[src/rtl/cpu_pkg.sv]
// Shared definitions for the arithmetic sequencer: word size, opcode encodings
// and the control FSM state type.
package cpu_pkg;

  localparam int WORD_SIZE = 19;
  localparam int CNT_W     = 5;

  typedef enum logic [4:0] {
    OP_ADD = 5'd0,
    OP_SUB = 5'd1,
    OP_MUL = 5'd2,
    OP_DIV = 5'd3,
    OP_INC = 5'd4,
    OP_DEC = 5'd5
  } opcode_t;

  typedef enum logic [1:0] {
    IDLE = 2'd0,
    RUN  = 2'd1,
    DONE = 2'd2
  } state_t;

endpackage

[src/rtl/arith_iter_core.sv]
// Iterative datapath shared by MUL (LSB-first shift-add) and DIV (MSB-first
// restoring division); one iteration per asserted step.
module arith_iter_core #(
  parameter int WORD_SIZE = cpu_pkg::WORD_SIZE
) (
  input  logic                 clk,
  input  logic                 rst_n,
  input  logic                 load,
  input  logic                 step,
  input  logic                 is_div,
  input  logic [WORD_SIZE-1:0] operand_a,
  input  logic [WORD_SIZE-1:0] operand_b,
  output logic [WORD_SIZE-1:0] result,
  output logic [WORD_SIZE-1:0] remainder,
  output logic                 high_nonzero
);

  localparam int W = WORD_SIZE;

  // Upper half: MUL partial product / DIV partial remainder.
  // Lower half: MUL multiplier bits / DIV dividend bits shifting into quotient.
  logic [2*W-1:0] acc_reg, acc_next;
  logic [W-1:0]   b_reg;
  logic           div_reg;

  logic [W:0]     add_sum;
  logic [W:0]     rem_shift;
  logic [W-1:0]   rem_diff;
  logic           rem_ge;

  always_comb begin
    add_sum   = {1'b0, acc_reg[2*W-1:W]} + {1'b0, b_reg};
    rem_shift = acc_reg[2*W-1:W-1];
    rem_ge    = rem_shift >= {1'b0, b_reg};
    // When rem_ge holds the true difference is below the divisor, so W bits suffice.
    rem_diff  = rem_shift[W-1:0] - b_reg;
    acc_next  = acc_reg;
    if (div_reg) begin
      if (rem_ge) begin
        acc_next = {rem_diff, acc_reg[W-2:0], 1'b1};
      end else begin
        acc_next = {rem_shift[W-1:0], acc_reg[W-2:0], 1'b0};
      end
    end else begin
      if (acc_reg[0]) begin
        acc_next = {add_sum, acc_reg[W-1:1]};
      end else begin
        acc_next = {1'b0, acc_reg[2*W-1:1]};
      end
    end
  end

  always_ff @(posedge clk) begin
    if (!rst_n) begin
      acc_reg <= '0;
      b_reg   <= '0;
      div_reg <= 1'b0;
    end else if (load) begin
      acc_reg <= {{W{1'b0}}, operand_a};
      b_reg   <= operand_b;
      div_reg <= is_div;
    end else if (step) begin
      acc_reg <= acc_next;
    end
  end

  assign result       = acc_reg[W-1:0];
  assign remainder    = acc_reg[2*W-1:W];
  assign high_nonzero = |acc_reg[2*W-1:W];

endmodule

[src/rtl/arith_sequencer.sv]
// Valid/ready arithmetic sequencer: single-cycle ADD/SUB/INC/DEC, iterative
// MUL/DIV through arith_iter_core, results held until the consumer accepts.
module arith_sequencer #(
  parameter int WORD_SIZE = cpu_pkg::WORD_SIZE
) (
  input  logic                 clk,
  input  logic                 rst_n,
  input  logic                 start_valid,
  output logic                 start_ready,
  input  logic [4:0]           opcode,
  input  logic [WORD_SIZE-1:0] operand_1,
  input  logic [WORD_SIZE-1:0] operand_2,
  output logic                 result_valid,
  input  logic                 result_ready,
  output logic [WORD_SIZE-1:0] result,
  output logic [WORD_SIZE-1:0] remainder,
  output logic                 carry,
  output logic                 div_by_zero,
  output logic                 illegal_op
);

  import cpu_pkg::*;

  localparam int W = WORD_SIZE;

  state_t             state_reg, state_next;
  logic [CNT_W-1:0]   count_reg;
  logic [W-1:0]       result_reg, remainder_reg;
  logic               carry_reg, dbz_reg, illegal_reg;
  logic               iter_sel_reg, mul_sel_reg;

  logic               accept;
  logic               core_load, core_step;
  logic [W-1:0]       core_result, core_remainder;
  logic               core_high_nonzero;

  logic [W-1:0]       q_result, q_remainder;
  logic               q_carry, q_dbz, q_illegal, q_iter, q_mul;

  assign accept = start_valid && (state_reg == IDLE);

  // Outcome of the presented operation, evaluated for the accepting edge.
  always_comb begin
    q_result    = '0;
    q_remainder = '0;
    q_carry     = 1'b0;
    q_dbz       = 1'b0;
    q_illegal   = 1'b0;
    q_iter      = 1'b0;
    q_mul       = 1'b0;
    case (opcode)
      OP_ADD: {q_carry, q_result} = {1'b0, operand_1} + {1'b0, operand_2};
      OP_SUB: {q_carry, q_result} = {1'b0, operand_1} - {1'b0, operand_2};
      OP_INC: {q_carry, q_result} = {1'b0, operand_1} + (W+1)'(1);
      OP_DEC: {q_carry, q_result} = {1'b0, operand_1} - (W+1)'(1);
      OP_MUL: begin
        q_iter = 1'b1;
        q_mul  = 1'b1;
      end
      OP_DIV: begin
        if (operand_2 == '0) begin
          q_result    = '1;
          q_remainder = operand_1;
          q_dbz       = 1'b1;
        end else begin
          q_iter = 1'b1;
        end
      end
      default: q_illegal = 1'b1;
    endcase
  end

  always_comb begin
    state_next = state_reg;
    core_load  = 1'b0;
    core_step  = 1'b0;
    case (state_reg)
      IDLE: begin
        if (start_valid) begin
          state_next = q_iter ? RUN : DONE;
          core_load  = q_iter;
        end
      end
      RUN: begin
        core_step = 1'b1;
        if (count_reg == CNT_W'(1)) begin
          state_next = DONE;
        end
      end
      DONE: begin
        if (result_ready) begin
          state_next = IDLE;
        end
      end
      default: state_next = IDLE;
    endcase
  end

  always_ff @(posedge clk) begin
    if (!rst_n) begin
      state_reg     <= IDLE;
      count_reg     <= '0;
      result_reg    <= '0;
      remainder_reg <= '0;
      carry_reg     <= 1'b0;
      dbz_reg       <= 1'b0;
      illegal_reg   <= 1'b0;
      iter_sel_reg  <= 1'b0;
      mul_sel_reg   <= 1'b0;
    end else begin
      state_reg <= state_next;
      if (core_load) begin
        count_reg <= CNT_W'(W);
      end else if (core_step) begin
        count_reg <= count_reg - CNT_W'(1);
      end
      if (accept) begin
        result_reg    <= q_result;
        remainder_reg <= q_remainder;
        carry_reg     <= q_carry;
        dbz_reg       <= q_dbz;
        illegal_reg   <= q_illegal;
        iter_sel_reg  <= q_iter;
        mul_sel_reg   <= q_mul;
      end
    end
  end

  arith_iter_core #(
    .WORD_SIZE (W)
  ) u_iter_core (
    .clk          (clk),
    .rst_n        (rst_n),
    .load         (core_load),
    .step         (core_step),
    .is_div       (opcode == OP_DIV),
    .operand_a    (operand_1),
    .operand_b    (operand_2),
    .result       (core_result),
    .remainder    (core_remainder),
    .high_nonzero (core_high_nonzero)
  );

  // The core stops stepping in DONE, so its accumulator is as stable as the registers.
  assign result       = iter_sel_reg ? core_result : result_reg;
  assign remainder    = iter_sel_reg ? (mul_sel_reg ? '0 : core_remainder) : remainder_reg;
  assign carry        = iter_sel_reg ? (mul_sel_reg && core_high_nonzero) : carry_reg;
  assign div_by_zero  = dbz_reg;
  assign illegal_op   = illegal_reg;
  assign start_ready  = (state_reg == IDLE);
  assign result_valid = (state_reg == DONE);

endmodule

[config.mk]
export PLATFORM = sky130hd
export DESIGN_NAME = arith_sequencer
export DESIGN_NICKNAME = d
export VERILOG_FILES = /design/src/rtl/cpu_pkg.sv /design/src/rtl/arith_iter_core.sv /design/src/rtl/arith_sequencer.sv
export SDC_FILE = /design/constraint.sdc
export NUM_CORES = 1
export LEC_CHECK = 0
export ABC_AREA = 1
export CAP_MARGIN = 15
export CELL_PAD_IN_SITES_DETAIL_PLACEMENT = 2
export CELL_PAD_IN_SITES_GLOBAL_PLACEMENT = 2
export CORE_ASPECT_RATIO = 0.7
export CORE_MARGIN = 3
export CORE_UTILIZATION = 34
export DETAILED_ROUTE_END_ITERATION = 10
export GPL_TIMING_DRIVEN = 0
export HOLD_SLACK_MARGIN = 0.1
export MAX_ROUTING_LAYER = met4
export PLACE_DENSITY_LB_ADDON = 0.15
export SYNTH_ARGS = -nofsm -noshare
export SYNTH_HDL_FRONTEND = slang
export SYNTH_SLANG_ARGS = --single-unit
[constraint.sdc]
create_clock -name clk -period 6 [get_ports clk]
set_clock_uncertainty 0.15 [all_clocks]
set_input_delay 0.9 -clock clk [delete_from_list [all_inputs] [get_ports clk]]
set_output_delay 0.9 -clock clk [all_outputs]
set_load 0.05 [all_outputs]
Word-level counts from Yosys, hierarchy flattened
Index checks and enable logic that the tools add are counted.
Storage, ports and cells
  bits in registers: 108
  latch bits: 0
  RAM bits: 0
  bits in read-only memories: 0
  input port bits: 47
  output and inout bits: 43
  logic and storage cells: 74
  memories kept: 0
Operators by class
  $add $sub $neg: 7
  multipliers: 0
  div/mod/pow operators: 0
  magnitude comparators: 1
  eq/ne operators: 11
  shifts and indexed selects: 0
  multiplexer cells: 30
  bitwise gates (word level): 1
  reduce and logical (&&, ||, !) cells: 10
Operators by type and width (number)
  $mux 19: 8
  $mux 38: 3
  $pmux 19 s5: 1
  $add 19x19->20: 2
  $add 19x1->20 const B: 1
  $ge 20x19->1: 1
  $sub 19x1->20 const B: 1
  $sub 19x19->20: 1
  $logic_not 19->1: 1
  $reduce_or 19->1: 1
  $sub 19x19->19: 1
  $eq 5x1->1 const B: 2
  $eq 5x2->1 const B: 2
  $eq 5x3->1 const B: 2
  $mux 5: 2
  $mux 1: 9
  $mux 2: 4
  $pmux 2 s3: 1
  $reduce_or 6->1: 1
  $logic_not 5->1: 1
  $sub 5x1->5 const B: 1
  $ne 2x2->1 const B: 2
  $pmux 1 s4: 1
  $reduce_and 3->1: 1
  9 further kinds: 10

Longest topological paths before layout
  depth after elaboration: 6
  depth in mapped cells: 17
  mapped depth without buffers: 16

By module
From an unflattened synthesis, not the netlist that was laid out.
Unflattened totals
  cell total of the unflattened synthesis: 2017
  area total of the unflattened synthesis: 11503.5 um^2
By module, submodules not included
  arith_sequencer: instances 1, cells each 1133, area an instance 6272.3 um^2, sequential area each 1001.0 um^2
  arith_iter_core: instances 1, cells each 884, area an instance 5231.3 um^2, sequential area each 1161.1 um^2

Worst setup path after synthesis
OpenSTA, ideal clock, no wires.
  path kind: register to output
  from: register iter_sel_reg
  to: output remainder[10]
  data arrival time: 1.808 ns
  required time: 4.950 ns
  slack: 3.142 ns
  cell stages (with the launch flop): 5
  buffers on the path: 2
  cell sequence: dfxtp_1 > clkbuf_1 > nand2_1 > clkbuf_1 > o22ai_1
Between the ends
  word-level cells in the longest chain between the ends: 1
Ends and longest elaborated chain
  start: declaration: RTL line arith_sequencer.sv:30  | logic iter_sel_reg, mul_sel_reg;
  start signal: assignment: RTL line arith_sequencer.sv:123  | iter_sel_reg <= q_iter;
  $mux 19: RTL line arith_sequencer.sv:146  | assign remainder = iter_sel_reg ? (mul_sel_reg ? '0 : core_remainder) : remainder_reg;
  end: declaration: RTL line arith_sequencer.sv:16  | output logic [WORD_SIZE-1:0] remainder,
Every way passes these cells.

Final worst setup path
  from: input operand_1[0]
  to: register result_reg[16]
Between the ends
  word-level cells in the longest chain between the ends: 2
  elaborated cells on any way between the ends: 5
  classes of those cells: add/sub: 4; mux: 1
Ends and longest elaborated chain
  start: declaration: RTL line arith_sequencer.sv:11  | input logic [WORD_SIZE-1:0] operand_1,
  $sub 19x1->20 (tied with other cells): RTL line arith_sequencer.sv:55  | OP_DEC: {q_carry, q_result} = {1'b0, operand_1} - (W+1)'(1);
  $pmux 19 s5 (*): RTL line arith_sequencer.sv:51  | case (opcode)
  end signal: assignment: RTL line arith_sequencer.sv:118  | result_reg <= q_result;
  end: declaration: RTL line arith_sequencer.sv:28  | logic [W-1:0] result_reg, remainder_reg;
Mark *: on every way between the ends. The rest lies on a longest branch, timed or not.
A chain may end at the register's enable or synchronous reset.

==> flow_summary.json <==
{
  "dp_cells": 2449,
  "period_needed_ns": 4.32,
  "cts_tree": "done",
  "worst_setup_path_end_kind": "flop",
  "start_util_pct": 35.3,
  "wl_per_cell_um": 26.0,
  "synth-edff-count": 0,
  "fin_cells": 2467,
  "cap_violations": 0,
  "synth_top_area_share_pct": 19.3,
  "core-area_mm2": 0.0318,
  "finalCritPeriodShare_pct": 71.9,
  "netSwitchingFraction_pct": 42.9,
  "io_pins": 90,
  "slew_headroom_pct": 42.4,
  "whs_ns": 0.326,
  "p_sw_mw": 0.942,
  "largest_reg_flops": 38,
  "pwr-share-clk_pct": 29.8,
  "critPathKind": "primary input to flop",
  "seq_power_share_pct": 33.9,
  "status": "finished clean",
  "root_buffer": "clkbuf_16",
  "die_height_um": 158,
  "r2r_end": "u_iter_core.acc_reg[36]",
  "async_flop_share_pct": 0,
  "synth_area_leaders": "dfxtp_1 (19%), nand2_1 (17%), a21oi_1 (9.6%), ha_1 (8.9%), inv_1 (8.1%)",
  "grt_start_max_net_pins": 21,
  "start_kind": "primary input",
  "worstHoldEndpoint": "result_reg[13]",
  "max_freq_mhz": 232,
  "grt_pass1_vias": 14800,
  "routed_wl_mm": 64.2,
  "clock-sinks": 108,
  "crit_chain": "clkdlybuf4s50_1 -> inv_1 -> ha_1 -> fa_1 -> o21bai_1 -> nand2_1 -> nand2_1 -> nand2_1 -> nand3_1 -> nand3_1 -> nand3_1 -> nand2_1 -> a21oi_1",
  "final_common_cell": "nand2_1",
  "grt_overflow": 0,
  "drt_first_pass_iters": 5,
  "hp-class": "flop to flop",
  "tightest_slew_ns": 0.864,
  "cp_max_fo": 9,
  "r2r_cells": 13,
  "numCtsBuffers": 9,
  "place_congestion": 0.986,
  "yosys_register_bits": 108,
  "intPower_mw": 1.25,
  "synth_largest_area_cell": "dfxtp_1",
  "synth_cells": 1940,
  "tns_ns": 0,
  "clk_pin_slew_ns": 0.09,
  "cts_hold_buf": 0,
  "rrSetupSlack_ns": 2.69,
  "ir_drop_uv": 122,
  "port_buffers": 89,
  "ys_types": 55,
  "setup_viol": 0,
  "reg2reg_from": "u_iter_core.acc_reg[18]",
  "syn_area_mm2": 0.0112,
  "drt-initial-drc-count": 1479,
  "num-nets-final": 2171,
  "finalHoldViolations": 0,
  "dp_slack_ns": 1.45,
  "yosysWarningCount": 0,
  "hold_start": "result_reg[13]",
  "post_cts_resized": 0,
  "synthFlopType": "dfxtp_1",
  "fp-row-count": 54,
  "postCtsSetupRepairBufs": 0,
  "leakage_nw": 5.83,
  "drive_above_1_share_pct": 5.18,
  "vias": 14400,
  "grt_pass1_wl_mm": 95.1,
  "worstPathArrival_ns": 4.48,
  "seq_area_frac_synth_pct": 19.3,
  "syn_to_final_growth_pct": 15.4,
  "dr_wl_met3_mm": 6.75,
  "gr-usage-all-layers_pct": 37.1,
  "nFillCells": 4122,
  "grt_setup_unrepaired": "no",
  "dpl.hpwl_mm": 53.4,
  "die_area_mm2": 0.0353,
  "power_density_mw_per_mm2": 170,
  "slowest_stage": "clkdlybuf4s50_1",
  "fin_ws_ns": 1.68,
  "slowest_delay_ns": 0.98,
  "die_w_um": 223,
  "final_cell_mix": "nand2_1 (508), inv_1 (243), a21oi_1 (216)",
  "p_comb_share_pct": 36.3,
  "insertion_delay_ns": 0.39,
  "cpMostUsedCell": "nand2_1",
  "mappedNetlistNets": 2071,
  "crit_required_ns": 6.16,
  "via_per_inst": 5.85,
  "power_mw": 2.20,
  "cts_max_level": 3,
  "top_layer": "met4",
  "wl_met1_mm": 31.4,
  "antenna_found_initial": 3,
  "drc_errors": 0,
  "ant_nets": 0,
  "cts_buffer_depth": 2,
  "report.final.slew_viol_count": 0,
  "syn-mean-instance-area_um2": 5.79,
  "wl_met2_mm": 24.9,
  "holdPathStages": 2
}
power by group through the flow:
stage	Combinational (mW)	Clock, mW	Sequential, mW
5_1_grt	0.857	0.680	0.746
3_5_place_dp	0.761	0	0.761
6_report	0.796	0.654	0.745
3_3_place_gp	0.735	0	0.760
2_1_floorplan	0.445	0	0.757
4_1_cts	0.769	0.656	0.744
cell type report:
class / instances / area (um2) / area share, %
Multi-Input combinational cell: 1491 / 7700 / 59.5
Sequential cell: 108 / 2160 / 16.7
Inverter: 265 / 995 / 7.68
Timing Repair Buffer: 89 / 891 / 6.88
Tap cell: 420 / 526 / 4.06
Buffer: 76 / 364 / 2.81
Clock buffer: 10 / 239 / 1.85
Clock inverter: 6 / 62.6 / 0.483
Antenna cell: 2 / 5.00 / 0.0387
logic make-up (layout without fill, tap and decap cells):
kind of cell / after synthesis / in the layout / share of synthesized area, %
xor gates and xnor gates: 18 / 18 / 1.40
AOI/OAI and AO/OA: 425 / 425 / 20.6
buffers and inverters: 341 / 446 / 12.1
adders and majority gates: 84 / 84 / 9.63
other: 0 / 2 / 0
muxes: 7 / 7 / 0.702
and+or+nand+nor: 957 / 957 / 36.3
DFF: 108 / 108 / 19.3
through the flow:
step,instance area [um2],utilization (%)
after global placement,12600,39.7
after floorplan,11200,-
after global routing,12900,40.7
final,12900,40.7
after detailed placement,12600,39.7
after CTS,12900,40.7
worst max-delay path by stage:
stage          cells past startpoint          from  slack [ns]             end
2_1_floorplan                      4  iter_sel_reg        3.14   remainder[10]
3_3_place_gp                      14  operand_1[0]        1.49  result_reg[12]
3_5_place_dp                      13  operand_1[0]        1.45  result_reg[16]
4_1_cts                            5  iter_sel_reg        1.77       result[1]
5_1_grt                           14  operand_1[0]        1.59  result_reg[16]
6_report                          13  operand_1[0]        1.68  result_reg[16]
metal layers:
| metal | GRT usage [%] | vias to the layer above |
|---|---|---|
| li1 | - | 6569 |
| met1 | 54.5 | 7189 |
| met2 | 50.7 | 609 |
| met3 | 9.08 | 63 |
| met4 | 7.89 | 0 |
| met5 | - | - |
Yosys cell counts, drive strengths merged, types with 6 or more instances:
master	number
o211ai	16
o21bai	7
nor2	218
clkbuf	42
inv	262
nand2	514
nand4	28
a31oi	18
o22ai	22
mux2	7
ha	80
nand3	165
nor3	17
dfxtp	108
buf	34
a21oi	220
o21ai	122
xor2	13
nor4	6
critical path, delay by kind of cell:
kind                       cells  cell delay, ns
AOI/OAI and AO/OA              2            0.47
adders and majority gates      2            0.86
buffers and inverters          2            1.31
and+or+nand+nor                7            0.93
(Power assumes the default switching activity.)
